### src/rtl/control_pipe.sv
// control_pipe: single-entry decode -> execute control stage.
// Decodes the opcode into execute controls, stalls one cycle on a
// load-use hazard and discards incoming instructions for FLUSH_CYC
// cycles after a taken branch.
// Optional feature macro: VECTOR_OP_EN (adds opcode 1010111 as a
// legal vector op writing a register).
module control_pipe #(
    parameter int FLUSH_CYC = 2,
    parameter int REG_W     = 5
) (
    input  logic             clk_i,
    input  logic             rst_n_i,
    // decode-side handshake and instruction fields
    input  logic             inst_valid_i,
    output logic             inst_ready_o,
    input  logic [6:0]       op_i,
    input  logic [REG_W-1:0] rs1_i,
    input  logic [REG_W-1:0] rs2_i,
    input  logic [REG_W-1:0] rd_i,
    // execute-side handshake and registered controls
    output logic             ex_valid_o,
    input  logic             ex_ready_i,
    output logic [1:0]       alu_op_o,
    output logic             alu_src_o,
    output logic             reg_write_o,
    output logic             mem_rd_o,
    output logic             mem_wr_o,
    output logic             mem_to_reg_o,
    output logic             branch_o,
    output logic             imm_sel_o,
    output logic             illegal_o,
    output logic [REG_W-1:0] rd_o,
    // branch resolution from EX
    input  logic             br_resolve_i,
    input  logic             br_taken_i,
    output logic             flush_busy_o
);

    typedef enum logic [1:0] {
        RUN   = 2'd0,
        STALL = 2'd1,
        FLUSH = 2'd2
    } state_t;

    state_t     state_q, state_d;
    logic [3:0] cnt_q, cnt_d;

    // decoded fields for the instruction currently presented
    logic [1:0] dec_alu_op;
    logic       dec_alu_src;
    logic       dec_reg_write;
    logic       dec_mem_rd;
    logic       dec_mem_wr;
    logic       dec_mem_to_reg;
    logic       dec_branch;
    logic       dec_imm_sel;
    logic       dec_illegal;
    logic       uses_rs2;

    logic hazard;
    logic accept;
    logic flush_req;

    // opcode decode; unknown opcodes fall through to the illegal default
    always_comb begin
        dec_alu_op     = 2'b11;
        dec_alu_src    = 1'b1;
        dec_reg_write  = 1'b0;
        dec_mem_rd     = 1'b0;
        dec_mem_wr     = 1'b0;
        dec_mem_to_reg = 1'b0;
        dec_branch     = 1'b0;
        dec_imm_sel    = 1'b0;
        dec_illegal    = 1'b1;
        uses_rs2       = 1'b0;
        case (op_i)
            7'b0010011: begin
                dec_alu_op    = 2'b11;
                dec_reg_write = 1'b1;
                dec_illegal   = 1'b0;
            end
            7'b0110011: begin
                dec_alu_op    = 2'b10;
                dec_alu_src   = 1'b0;
                dec_reg_write = 1'b1;
                dec_illegal   = 1'b0;
                uses_rs2      = 1'b1;
            end
            7'b1100011: begin
                dec_alu_op  = 2'b01;
                dec_branch  = 1'b1;
                dec_illegal = 1'b0;
                uses_rs2    = 1'b1;
            end
            7'b0000011: begin
                dec_alu_op     = 2'b00;
                dec_reg_write  = 1'b1;
                dec_mem_rd     = 1'b1;
                dec_mem_to_reg = 1'b1;
                dec_illegal    = 1'b0;
            end
            7'b0100011: begin
                dec_alu_op  = 2'b00;
                dec_mem_wr  = 1'b1;
                dec_imm_sel = 1'b1;
                dec_illegal = 1'b0;
                uses_rs2    = 1'b1;
            end
`ifdef VECTOR_OP_EN
            7'b1010111: begin
                dec_alu_op    = 2'b00;
                dec_alu_src   = 1'b0;
                dec_reg_write = 1'b1;
                dec_illegal   = 1'b0;
            end
`else
            // without vector support 1010111 is just another illegal opcode
`endif
            default: ;
        endcase
    end

    // load in EX whose destination feeds the presented instruction; x0 never hazards
    always_comb begin
        hazard = ex_valid_o && mem_rd_o && (rd_o != '0) &&
                 ((rs1_i == rd_o) || (uses_rs2 && (rs2_i == rd_o)));
    end

    // FLUSH swallows everything; RUN accepts when the output slot frees up
    always_comb begin
        inst_ready_o = (state_q == FLUSH) ||
                       ((state_q == RUN) && !hazard && (!ex_valid_o || ex_ready_i));
        accept       = inst_valid_i && inst_ready_o;
        flush_req    = br_resolve_i && br_taken_i;
        flush_busy_o = (state_q == FLUSH);
    end

    // state and flush counter registers
    always_ff @(posedge clk_i or negedge rst_n_i) begin
        if (!rst_n_i) begin
            state_q <= RUN;
            cnt_q   <= '0;
        end else begin
            state_q <= state_d;
            cnt_q   <= cnt_d;
        end
    end

    // next state: a taken branch wins over stall, accept and an ongoing flush
    always_comb begin
        state_d = state_q;
        cnt_d   = cnt_q;
        if (flush_req) begin
            state_d = FLUSH;
            cnt_d   = 4'(FLUSH_CYC - 1);
        end else begin
            case (state_q)
                RUN: begin
                    if (inst_valid_i && hazard && ex_ready_i)
                        state_d = STALL;
                end
                STALL: state_d = RUN;
                FLUSH: begin
                    if (cnt_q == 4'd0)
                        state_d = RUN;
                    else
                        cnt_d = cnt_q - 4'd1;
                end
                default: begin
                    state_d = RUN;
                    cnt_d   = '0;
                end
            endcase
        end
    end

    // output register: load on RUN accept, drain on ex_ready, kill on flush
    always_ff @(posedge clk_i or negedge rst_n_i) begin
        if (!rst_n_i) begin
            ex_valid_o   <= 1'b0;
            alu_op_o     <= '0;
            alu_src_o    <= 1'b0;
            reg_write_o  <= 1'b0;
            mem_rd_o     <= 1'b0;
            mem_wr_o     <= 1'b0;
            mem_to_reg_o <= 1'b0;
            branch_o     <= 1'b0;
            imm_sel_o    <= 1'b0;
            illegal_o    <= 1'b0;
            rd_o         <= '0;
        end else if (flush_req) begin
            ex_valid_o <= 1'b0;
        end else if ((state_q == RUN) && accept) begin
            ex_valid_o   <= 1'b1;
            alu_op_o     <= dec_alu_op;
            alu_src_o    <= dec_alu_src;
            reg_write_o  <= dec_reg_write;
            mem_rd_o     <= dec_mem_rd;
            mem_wr_o     <= dec_mem_wr;
            mem_to_reg_o <= dec_mem_to_reg;
            branch_o     <= dec_branch;
            imm_sel_o    <= dec_imm_sel;
            illegal_o    <= dec_illegal;
            rd_o         <= rd_i;
        end else if (ex_ready_i) begin
            ex_valid_o <= 1'b0;
        end
    end

endmodule

### config.mk
export PLATFORM = sky130hd
export DESIGN_NAME = control_pipe
export DESIGN_NICKNAME = d
export VERILOG_FILES = /design/src/rtl/control_pipe.sv
export SDC_FILE = /design/constraint.sdc
export NUM_CORES = 1
export LEC_CHECK = 0
export CAP_MARGIN = 10
export CORE_MARGIN = 2
export CORE_UTILIZATION = 46
export DETAILED_ROUTE_END_ITERATION = 12
export PLACE_DENSITY = 0.85
export SYNTH_ARGS = -nofsm -noshare
export SYNTH_HDL_FRONTEND = slang
export SYNTH_SLANG_ARGS = --single-unit
### constraint.sdc
create_clock -name clk_i -period 6.3 [get_ports clk_i]
set_clock_uncertainty 0.1 [all_clocks]
set_input_delay 0.945 -clock clk_i [delete_from_list [all_inputs] [get_ports clk_i]]
set_output_delay 0.945 -clock clk_i [all_outputs]
set_load 0.02 [all_outputs]
==> results of run 1 <==
[critical path, stage by stage]
cell and delay (ns):
clkdlybuf4s50_1 0.47, and4bb_2 0.31, nand3_1 0.09, nor4_1 0.57, or2_1 0.21, o31ai_1 0.08
clkdlybuf4s50_1 0.54
[state kept, by name (all words and copies together) (netlist names), 2 cells and up]
signal    count
alu_op_o      2
cnt_q         4
rd_o          5
state_q       2
[cell families (layout without fill, tap and decap cells)]
logic type               Yosys count  in the layout  share of synthesized area [%]
AND/OR/NAND/NOR                   41             41                           20.7
flip-flops                        20             20                           44.1
multiplexers                      14             14                           13.8
buffers and inverters              9             55                           4.29
AO/OA/AOI/OAI                     13             13                           7.27
adder cells (fa/ha/maj)            2              2                           2.20
XOR/XNOR                          10             10                           7.71
[power groups by stage]
stage / registers [W] / clock network, W / logic [W]
2_1_floorplan: 0.000231 / 0 / 0.000139
3_3_place_gp: 0.000210 / 0 / 0.000252
3_5_place_dp: 0.000213 / 0 / 0.000260
4_1_cts: 0.000211 / 0.0000775 / 0.000263
5_1_grt: 0.000218 / 0.0000836 / 0.000283
6_report: 0.000211 / 0.0000761 / 0.000260
[layer usage]
metal / routed length (um) / up-vias / track usage, %
met4: 25 / 0 / 5.13
met1: 1110 / 449 / 24.7
met2: 1190 / 35 / 31.9
met5: 0 / - / 0
li1: - / 477 / -
met3: 162 / 3 / 3.89
[path summary, 6_finish.rpt]
path	cells past startpoint	slack (ns)	to	from
max in group asynchronous	1	4.54	cnt_q[3]	rst_n_i
worst max register to register	5	3.73	illegal_o	rd_o[1]
min in group asynchronous	1	1.02	cnt_q[2]	rst_n_i
worst min-delay path	1	0.40	reg_write_o	reg_write_o
worst min register to register	1	0.40	reg_write_o	reg_write_o
worst max-delay path	7	2.05	inst_ready_o	op_i[1]
[layout make-up]
| cell class | instances | share of cell area [%] |
|---|---|---|
| multi-input combinational | 80 | 35.9 |
| sequential | 20 | 30.6 |
| timing repair buffer | 45 | 27.6 |
| tap | 30 | 2.30 |
| clock buffer | 4 | 2.22 |
| inverter | 6 | 1.38 |
[per-stage QoR]
step / cell area, um2 / setup WS (ns) / power, W
global route: 1630 / 1.92 / 0.000584
floorplan: 1140 / 3.10 / 0.000369
detailed placement: 1600 / 2.07 / 0.000472
global placement: 1600 / 2.17 / 0.000463
finish: 1630 / 2.05 / 0.000547
CTS: 1630 / 2.03 / 0.000551
[cells in the final DEF (no fill, tap or decap), types with 2 or more instances in the layout]
cell type        count
nor3_1               3
xnor2_1              8
clkdlybuf4s50_1     45
dfrtp_1             20
nor2_1               4
nor2b_1              4
nand3_1              4
clkbuf_4             3
nand2b_1             3
a21oi_1              5
ha_1                 2
nor4_1               2
mux2_1              13
inv_1                6
xor2_1               2
nand2_1             11
o21ai_0              2
==> results.md, run 1 <==
- Status: completed
- Post-Syn Nets: 139
- 1st-iter DRT viols: 9
- Synth top cells by count: dfrtp_1 (20), mux2_1 (13), nand2_1 (11), xnor2_1 (8), inv_1 (6)
- Worst-path fanout max: 6
- Post-CTS setup buffers: 0
- Slew @ Worst Pin: 0.878 ns
- Register Area: 500 um2
- TritonCTS Sinks: 20
- CTS tree: yes
- Post-DP HPWL: 1970 um
- Synthesized cell area: between 1000 and 1500 um2
- Cell Pwr Density: 335 nW/um2
- Combinational power share: 47.5%
- Multi-input gate area in the final layout: approximately 590 um2
- Initial Util: 47.1%
- WHS: 0.404 ns
- YS warnings: 0
- Resized Gates After CTS: 0
- DRC viols: 0
- Fin. max-slew vios: 0
- IO Port Bufs: 45
- Worst Setup End Kind: primary output
- Hold Path Class: reg -> reg
- Setup tns final: 0 ns
- Largest cells by area after synthesis: dfrtp_1 (44%), mux2_1 (13%), xnor2_1 (6.2%)
- Internal: 0.000339 W
- Mapped Avg Cell Area: 10.4 um2
- ANT cells: 0
- Area fraction of the dominant cell type after synthesis: between 40 and 50%
- I/O pins: between 40 and 50
- Final Util: 67.8%
- DIE AREA: about 2900 um2
- H-tree levels: 1
- Max Cap Viol: 0
- Post-synth EDFFs: 0
- Clk network pwr share: 13.9%
- Final wirelength: 2480 um
- Core footprint: 2410 um2
- Wirelength per Cell: 13.4 um
- First-pass GRT wire length: 3970 um
- CTS Root Cell: clkbuf_4
- FMAX: 0.235 GHz
- Antenna Nets Post-Route: 0
- Largest net degree at the start of global routing: 21
- Rows: 18
- Sw power: 0.000208 W
- Clock Latency Late Sink: 0.31 ns
- Seq cells post-synth: 20
- Reg clk slew, reported paths: 0.11 ns
- CTS hold repair buffers: 0
- Final period util: 67.5%
- Final Hold Viols: 0
- Die X-Extent: 53.7 um
- Seq/Total Area, Yosys: 44.1%
- Most numerous cell in the Yosys netlist: dfrtp_1
- Detailed-route via count: 964
- Worst rel slew slack: 41.3%
- Syn Inst Count: 109
- Reg power frac: 38.6%
- Crit path kind: in -> out
- Nets: 186
- Yosys top cell by area: dfrtp_1
- Worst EP required: ~5.3 ns
- Final Non-Filler Cells: 185
- P&R area growth vs syn: 43.8%
- Peak supply drop: approximately 0.00026 V
- Vias in the first global route: 944
- Startpoint type of the worst setup path: input port
- Routability cong.: 0.792
- CTS buffer count: 3
- Antenna violations before repair: 0
- Switching share of power: 38.0%
- Inst Count DP: 181
- Setup violations, final: 0
- Drt pass-1 iters: 4
- CTS max path bufs: 2
- Die Height: 53.7 um
- Synth Flop Type: dfrtp_1
- Share of cells above drive strength 1: 3.87%
- Crit path DAT: 3.21 ns
- Synth unique cells: 34
- Post-synth ARST share: 100%
- Total gr overflow: 0
- Vias/cell: approximately 5.2
- Final min period: 4.25 ns
- FILL cells: 187
- RSZ-0062 raised after global routing: no
- P_leak: between 0.6 and 0.7 nW
- All-Layer GR Usage: a little under a fifth
(Power assumes the default switching activity.)
==> inputs of run 2 (changes only) <==
--- a/config.mk
+++ b/config.mk
@@ -7,9 +7,9 @@
 export LEC_CHECK = 0
 export CAP_MARGIN = 10
 export CORE_MARGIN = 2
-export CORE_UTILIZATION = 46
+export CORE_UTILIZATION = 38
 export DETAILED_ROUTE_END_ITERATION = 12
-export PLACE_DENSITY = 0.85
+export PLACE_DENSITY = 0.75
 export SYNTH_ARGS = -nofsm -noshare
 export SYNTH_HDL_FRONTEND = slang
 export SYNTH_SLANG_ARGS = --single-unit
==> constraint.sdc (replaced) <==
create_clock -name clk_i -period 3.6 [get_ports clk_i]
set_clock_uncertainty 0.1 [all_clocks]
set_input_delay 0.54 -clock clk_i [delete_from_list [all_inputs] [get_ports clk_i]]
set_output_delay 0.54 -clock clk_i [all_outputs]
set_load 0.02 [all_outputs]
==> run 2 against run 1 <==
The run now ends with DRC left. Critical path depth down 1. Critical endpoint unchanged. Combinational power up 76%. Worst setup slack worse by 1.8 ns. Clock-buffer cell count down 1. Via count down 0.41%. Sequential share of layout area down 0.32 points. Sequential power up 74%. Die area up 19%. First-iteration DRC count rose to 3.4 times the previous value. Cell count up 0.54%.
==> results.md, run 2 (synthesis gave the netlist of run 1 again) <==
- Hold wc startpoint: illegal_o
- Post-CTS setup buffers: 0 (unchanged)
- Failing checks: DRC
- Core footprint: 2810 um2 (+16%)
- Routability cong.: 0.920 (+16%)
- Status: finished with violations
- Biggest regs: rd_o (5), cnt_q (4)
- Antenna violations before repair: 0 (unchanged)
- Hold Path End: illegal_o
- Rows: 19 (+1)
- R2R Path Start: rd_o[1]
- R2R Setup Slk: 1.09 ns (-2.64 ns)
- FMAX: 0.296 GHz
- Detailed-route via count: 960 (-0.41%)
- Antenna Nets Post-Route: 0 (unchanged)
- 1st-iter DRT viols: 31 (+22)
- Reg-to-reg endpoint: mem_to_reg_o
- IO Port Bufs: 45 (unchanged)
- Final Hold Viols: 0 (unchanged)
- CP max-delay cell: clkdlybuf4s50_1
- Worst r2r path cells: 5 (unchanged)
- Commonest non-fill, non-tap cell in the layout: clkdlybuf4s50_1
- Hold Path Class: reg -> reg
- Setup violations, final: 0 (unchanged)
- CTS max path bufs: 2 (unchanged)
- Worst path max stage delay: 0.65 ns (+0.08 ns)
- Initial Util: 40.5% (-6.6 points)
- Crit path kind: reg -> out
- CTS buffer count: 3 (unchanged)
- Vias/cell: 5.16 (-0.95%)
- FILL cells: 256 (+37%)
- Drt pass-1 iters: 8 (+4)
- CTS Root Cell: clkbuf_4
- Slew @ Worst Pin: 0.858 ns (-0.0195 ns)
- Worst hold stages: 1 (unchanged)
- Inst Count DP: 182 (+0.55%)
- DIE AREA: 3440 um2 (+19%)
- Reg clk slew, reported paths: 0.12 ns (about the same)
- DRC viols: 2 (+2)
- CP delay by family, top: simple AND/OR/NAND/NOR gates
- H-tree levels: 1 (unchanged)
- Peak supply drop: 0.000407 V (+56%)
- Worst-path fanout max: 5 (-1)
- Bufs and invs on worst path: 1 (-1)
- TritonCTS Sinks: 20 (unchanged)
- Nets: 186 (unchanged)
- Worst rel slew slack: 42.6% (+1.3 points)
- Cell Pwr Density: 611 nW/um2 (+82%)
- Fin. max-slew vios: 0 (unchanged)
- Resized Gates After CTS: 0 (unchanged)
- Startpoint type of the worst setup path: register
- Final wirelength: 2430 um (-2.3%)
- Post-DP HPWL: 1950 um (-0.86%)
- Final min period: 3.38 ns
- Final period util: 93.9%
- Largest net degree at the start of global routing: 21 (unchanged)
- First-pass GRT wire length: 4140 um (+4.2%)
- Clock Latency Late Sink: 0.30 ns (about the same)
- Setup tns final: 0 ns (unchanged)
- P&R area growth vs syn: 45.4%
- Critical-path cell list: or4_1 -> o211ai_1 -> nor4_1 -> or2_1 -> o31ai_1 -> clkdlybuf4s50_1
- Wirelength per Cell: 13.0 um (-2.8%)
- ANT cells: 0 (unchanged)
- Die X-Extent: 58.7 um (+9.3%)
- Most frequent cells in the layout: clkdlybuf4s50_1 (45), dfrtp_1 (20), mux2_1 (13), nand2_1 (11), xnor2_1 (8)
- RSZ-0062 raised after global routing: no
- Crit path DAT: 2.74 ns (-0.47 ns)
- All-Layer GR Usage: 15.7% (-3.2 points)
- Final Non-Filler Cells: 186 (+0.54%)
- Flip-flop count of the largest register, all copies and words added: 5 (unchanged)
- Top reg by flops: rd_o
- Max Cap Viol: 0 (unchanged)
- Total gr overflow: 0 (unchanged)
- CTS hold repair buffers: 0 (unchanged)
- CTS tree: yes
- I/O pins: 46 (unchanged)
- Share of cells above drive strength 1: 3.87% (unchanged)
- P_leak: 0.680 nW (+1.0%)
- Vias in the first global route: 972 (+3.0%)
- Die Height: 58.7 um (+9.3%)
- Worst EP required: 2.96 ns (-2.29 ns)
- Worst Setup End Kind: primary output
## run 2: changes by cell type in the layout (fill, tap and decap cells not counted)
cell	delta
clkbuf_8	-1
bufinv_16	+1
## run 2: where the power goes
group	switching (W)	internal, W
registers	0.0000801	0.000288
logic	0.000214	0.000244
clock network	0.0000703	0.000113
## run 2: routing by layer
| metal | vias up | global-route usage, % | wire, um |
|---|---|---|---|
| li1 | 472 | - | - |
| met4 | 0 | 6.49 | 40 |
| met5 | - | 0 | 0 |
| met3 | 6 | 3.08 | 166 |
| met1 | 441 | 18.6 | 1020 |
| met2 | 41 | 27.9 | 1190 |
## run 2: worst max-delay path by stage
stage,slack [ns],endpoint,cells after the start,from
finish,0.22,inst_ready_o,6,rd_o[1]
detailed placement,0.25,inst_ready_o,7,op_i[2]
global route,0.02,inst_ready_o,6,rd_o[1]
floorplan,0.83,inst_ready_o,5,rd_o[1]
global placement,0.27,inst_ready_o,7,op_i[2]
CTS,0.19,inst_ready_o,6,rd_o[1]
## run 2: worst reg2reg max path, delay by kind of cell (launching register included)
kind,cells,cell delay [ns]
mux,1,0.39
simple gates,3,1.26
flops,1,0.45
compound gates,1,0.21
## run 2: metrics by stage
step / cell area (um2) / total power, W / utilization [%] / worst slack (ns) / hold WS, ns
2_1_floorplan: 1140 / 0.000646 / - / 0.831 / 0.144
3_3_place_gp: 1600 / 0.000814 / 57.0 / 0.268 / 0.374
3_5_place_dp: 1600 / 0.000831 / 57.0 / 0.248 / 0.377
4_1_cts: 1650 / 0.00102 / 58.9 / 0.186 / 0.413
5_1_grt: 1650 / 0.00108 / 58.9 / 0.0230 / 0.436
6_report: 1650 / 0.00101 / 58.9 / 0.221 / 0.406
## run 2: layout make-up
class | instances | area, um2 | share of cell area [%]
well taps | 31 | 38.8 | 2.35
clock inverters | 1 | 30.0 | 1.82
multi-input cells | 80 | 587 | 35.5
repair buffers | 45 | 450 | 27.3
clock buffers | 3 | 22.5 | 1.36
inverters | 6 | 22.5 | 1.36
flip-flops and latches | 20 | 500 | 30.3
==> inputs of run 3 (changes only) <==
--- a/config.mk
+++ b/config.mk
@@ -10,6 +10,7 @@
 export CORE_UTILIZATION = 38
 export DETAILED_ROUTE_END_ITERATION = 12
 export PLACE_DENSITY = 0.75
+export RECOVER_POWER = 50
 export SYNTH_ARGS = -nofsm -noshare
 export SYNTH_HDL_FRONTEND = slang
 export SYNTH_SLANG_ARGS = --single-unit
==> run 3 against run 2 <==
The flow still finishes with violations (DRC). Total power down 0.24%. Register-to-register slack is essentially flat. Sequential cell count stayed put. Maximum frequency about the same. First-iteration DRC count stayed put. Combinational power hardly changed. Utilization unchanged. Sequential share of layout area stayed put. Clock power barely moved. Sequential power about the same. Non-clock buffer count is the same. Cell count unchanged. Critical path type unchanged. Critical endpoint unchanged.
==> results.md, run 3 (synthesis gave the netlist of run 1 again) <==
- Drt pass-1 iters: 8 (unchanged)
- R2R Setup Slk: 1.09 ns (about the same)
- Routability cong.: 0.920 (unchanged)
- Biggest regs: rd_o (5), cnt_q (4)
- CTS Root Cell: clkbuf_4
- CP delay by family, top: simple AND/OR/NAND/NOR gates
- Core footprint: 2810 um2 (unchanged)
- First-pass GRT wire length: 4140 um (unchanged)
- Most frequent cells in the layout: clkdlybuf4s50_1 (40), dfrtp_1 (20), mux2_1 (13), nand2_1 (11), xnor2_1 (8)
- Flip-flop count of the largest register, all copies and words added: 5 (unchanged)
- DRC viols: 2 (unchanged)
- CP Depth: 6 (unchanged)
- Clock Latency Late Sink: 0.30 ns (about the same)
- Status: finished with violations
- Reg-to-reg endpoint: mem_to_reg_o
- Post-DP HPWL: 1950 um (unchanged)
- CP max-delay cell: clkdlybuf4s50_1
- Inst Count DP: 182 (unchanged)
- Crit path kind: reg -> out
- Share of cells above drive strength 1: 3.87% (unchanged)
- Final min period: 3.38 ns (+0.0000250 ns)
- CTS tree: yes
- CTS max path bufs: 2 (unchanged)
- Setup violations, final: 0 (unchanged)
- R2R Path Start: rd_o[1]
- Failing checks: DRC
- Worst path max stage delay: 0.65 ns (about the same)
- Final Non-Filler Cells: 186 (unchanged)
- Final period util: 93.9% (about the same)
- Vias/cell: 5.20 (+0.73%)
- Placed Instance Area: 1600 um2 (unchanged)
- Largest net degree at the start of global routing: 21 (unchanged)
- CTS hold repair buffers: 0 (unchanged)
- Hold wc startpoint: illegal_o
- Final Cell Area: 1650 um2 (unchanged)
- Wirelength per Cell: 13.1 um (+0.12%)
- Setup tns final: 0 ns (unchanged)
- Startpoint type of the worst setup path: register
- IO Port Bufs: 45 (unchanged)
- Total gr overflow: 0 (unchanged)
- Final Hold Viols: 0 (unchanged)
- Worst-path fanout max: 5 (unchanged)
- Worst EP required: 2.96 ns (about the same)
- Detailed-route via count: 967 (+0.73%)
- Worst r2r path cells: 5 (unchanged)
- Top reg by flops: rd_o
- Nets: 186 (unchanged)
- Reg clk slew, reported paths: 0.12 ns (about the same)
- Peak supply drop: 0.000407 V (unchanged)
- Slew @ Worst Pin: 0.867 ns (+0.00841 ns)
- Worst rel slew slack: 42.0% (-0.57 points)
- Initial Util: 40.5% (unchanged)
- Antenna Nets Post-Route: 0 (unchanged)
- Commonest non-fill, non-tap cell in the layout: clkdlybuf4s50_1
- Crit path DAT: 2.74 ns (about the same)
- Bufs and invs on worst path: 1 (unchanged)
- DIE AREA: 3440 um2 (unchanged)
- ANT cells: 0 (unchanged)
- FMAX: 0.296 GHz (about the same)
- TritonCTS Sinks: 20 (unchanged)
- Cell Pwr Density: 609 nW/um2 (-0.24%)
- RSZ-0062 raised after global routing: no
- Worst setup path start: rd_o[1]
- P_leak: 0.674 nW (-0.85%)
- Antenna violations before repair: 0 (unchanged)
- Rows: 19 (unchanged)
- I/O pins: 46 (unchanged)
- Worst setup endpoint: inst_ready_o
- CTS buffer count: 3 (unchanged)
- 1st-iter DRT viols: 31 (unchanged)
- Fin. max-slew vios: 0 (unchanged)
- Hold Path Class: reg -> reg
- Resized Gates After CTS: 0 (unchanged)
- Final wirelength: 2430 um (+0.12%)
- Die X-Extent: 58.7 um (unchanged)
- P&R area growth vs syn: 45.4% (unchanged)
- Critical-path cell list: or4_1 -> o211ai_1 -> nor4_1 -> or2_1 -> o31ai_1 -> clkdlybuf4s50_1
- All-Layer GR Usage: 15.7% (unchanged)
- Worst Setup End Kind: primary output
- H-tree levels: 1 (unchanged)
- Max Cap Viol: 0 (unchanged)
- Total power: 0.00101 W (-0.24%)
- Die Height: 58.7 um (unchanged)
- Post-CTS setup buffers: 0 (unchanged)
- Vias in the first global route: 972 (unchanged)
run 3: cell count changes in the layout (fill, tap and decap cells not counted), sizes merged:
cell	previous run	this run
clkdlybuf4s50	45	40
dlygate4sd3	0	5
run 3: layout make-up:
cell class	instances	area, um2
timing repair buffer	45	450
sequential	20	500
clock buffer	3	22.5
fill	256	1150
inverter	6	22.5
clock inverter	1	30.0
tap	31	38.8
multi-input combinational	80	587
run 3: stage by stage:
stage	utilization, %	setup slack [ns]	hold WS, ns
global route	58.9	0.0230	0.431
global placement	57.0	0.268	0.374
finish	58.9	0.221	0.400
floorplan	-	0.831	0.144
detailed placement	57.0	0.248	0.377
CTS	58.9	0.186	0.413
run 3: power breakdown:
group | internal (W) | switching, W | total [W]
registers | 0.000288 | 0.0000799 | 0.000368
logic | 0.000242 | 0.000214 | 0.000456
clock network | 0.000113 | 0.0000703 | 0.000183
total | 0.000643 | 0.000364 | 0.00101
run 3: metal layers:
layer	vias up	part of all wire (%)	GRT usage, %
li1	472	-	-
met1	446	42	18.6
met2	43	49	27.9
met3	6	7.1	3.08
met4	0	1.6	6.49
met5	-	0	0
run 3: how the worst min path moves through the flow:
stage                  endpoint  depth (start not counted)  slack (ns)
floorplan           alu_op_o[0]                          0        0.14
global placement    alu_op_o[0]                          1        0.37
detailed placement  reg_write_o                          1        0.38
CTS                   illegal_o                          1        0.41
global route          illegal_o                          1        0.43
finish                illegal_o                          1        0.40
run 3: worst register-to-register path: cells and delay by family (launching register included):
family | cells | cell delay, ns
AND/OR/NAND/NOR | 3 | 1.26
multiplexers | 1 | 0.39
flip-flops | 1 | 0.45
AO/OA/AOI/OAI | 1 | 0.21
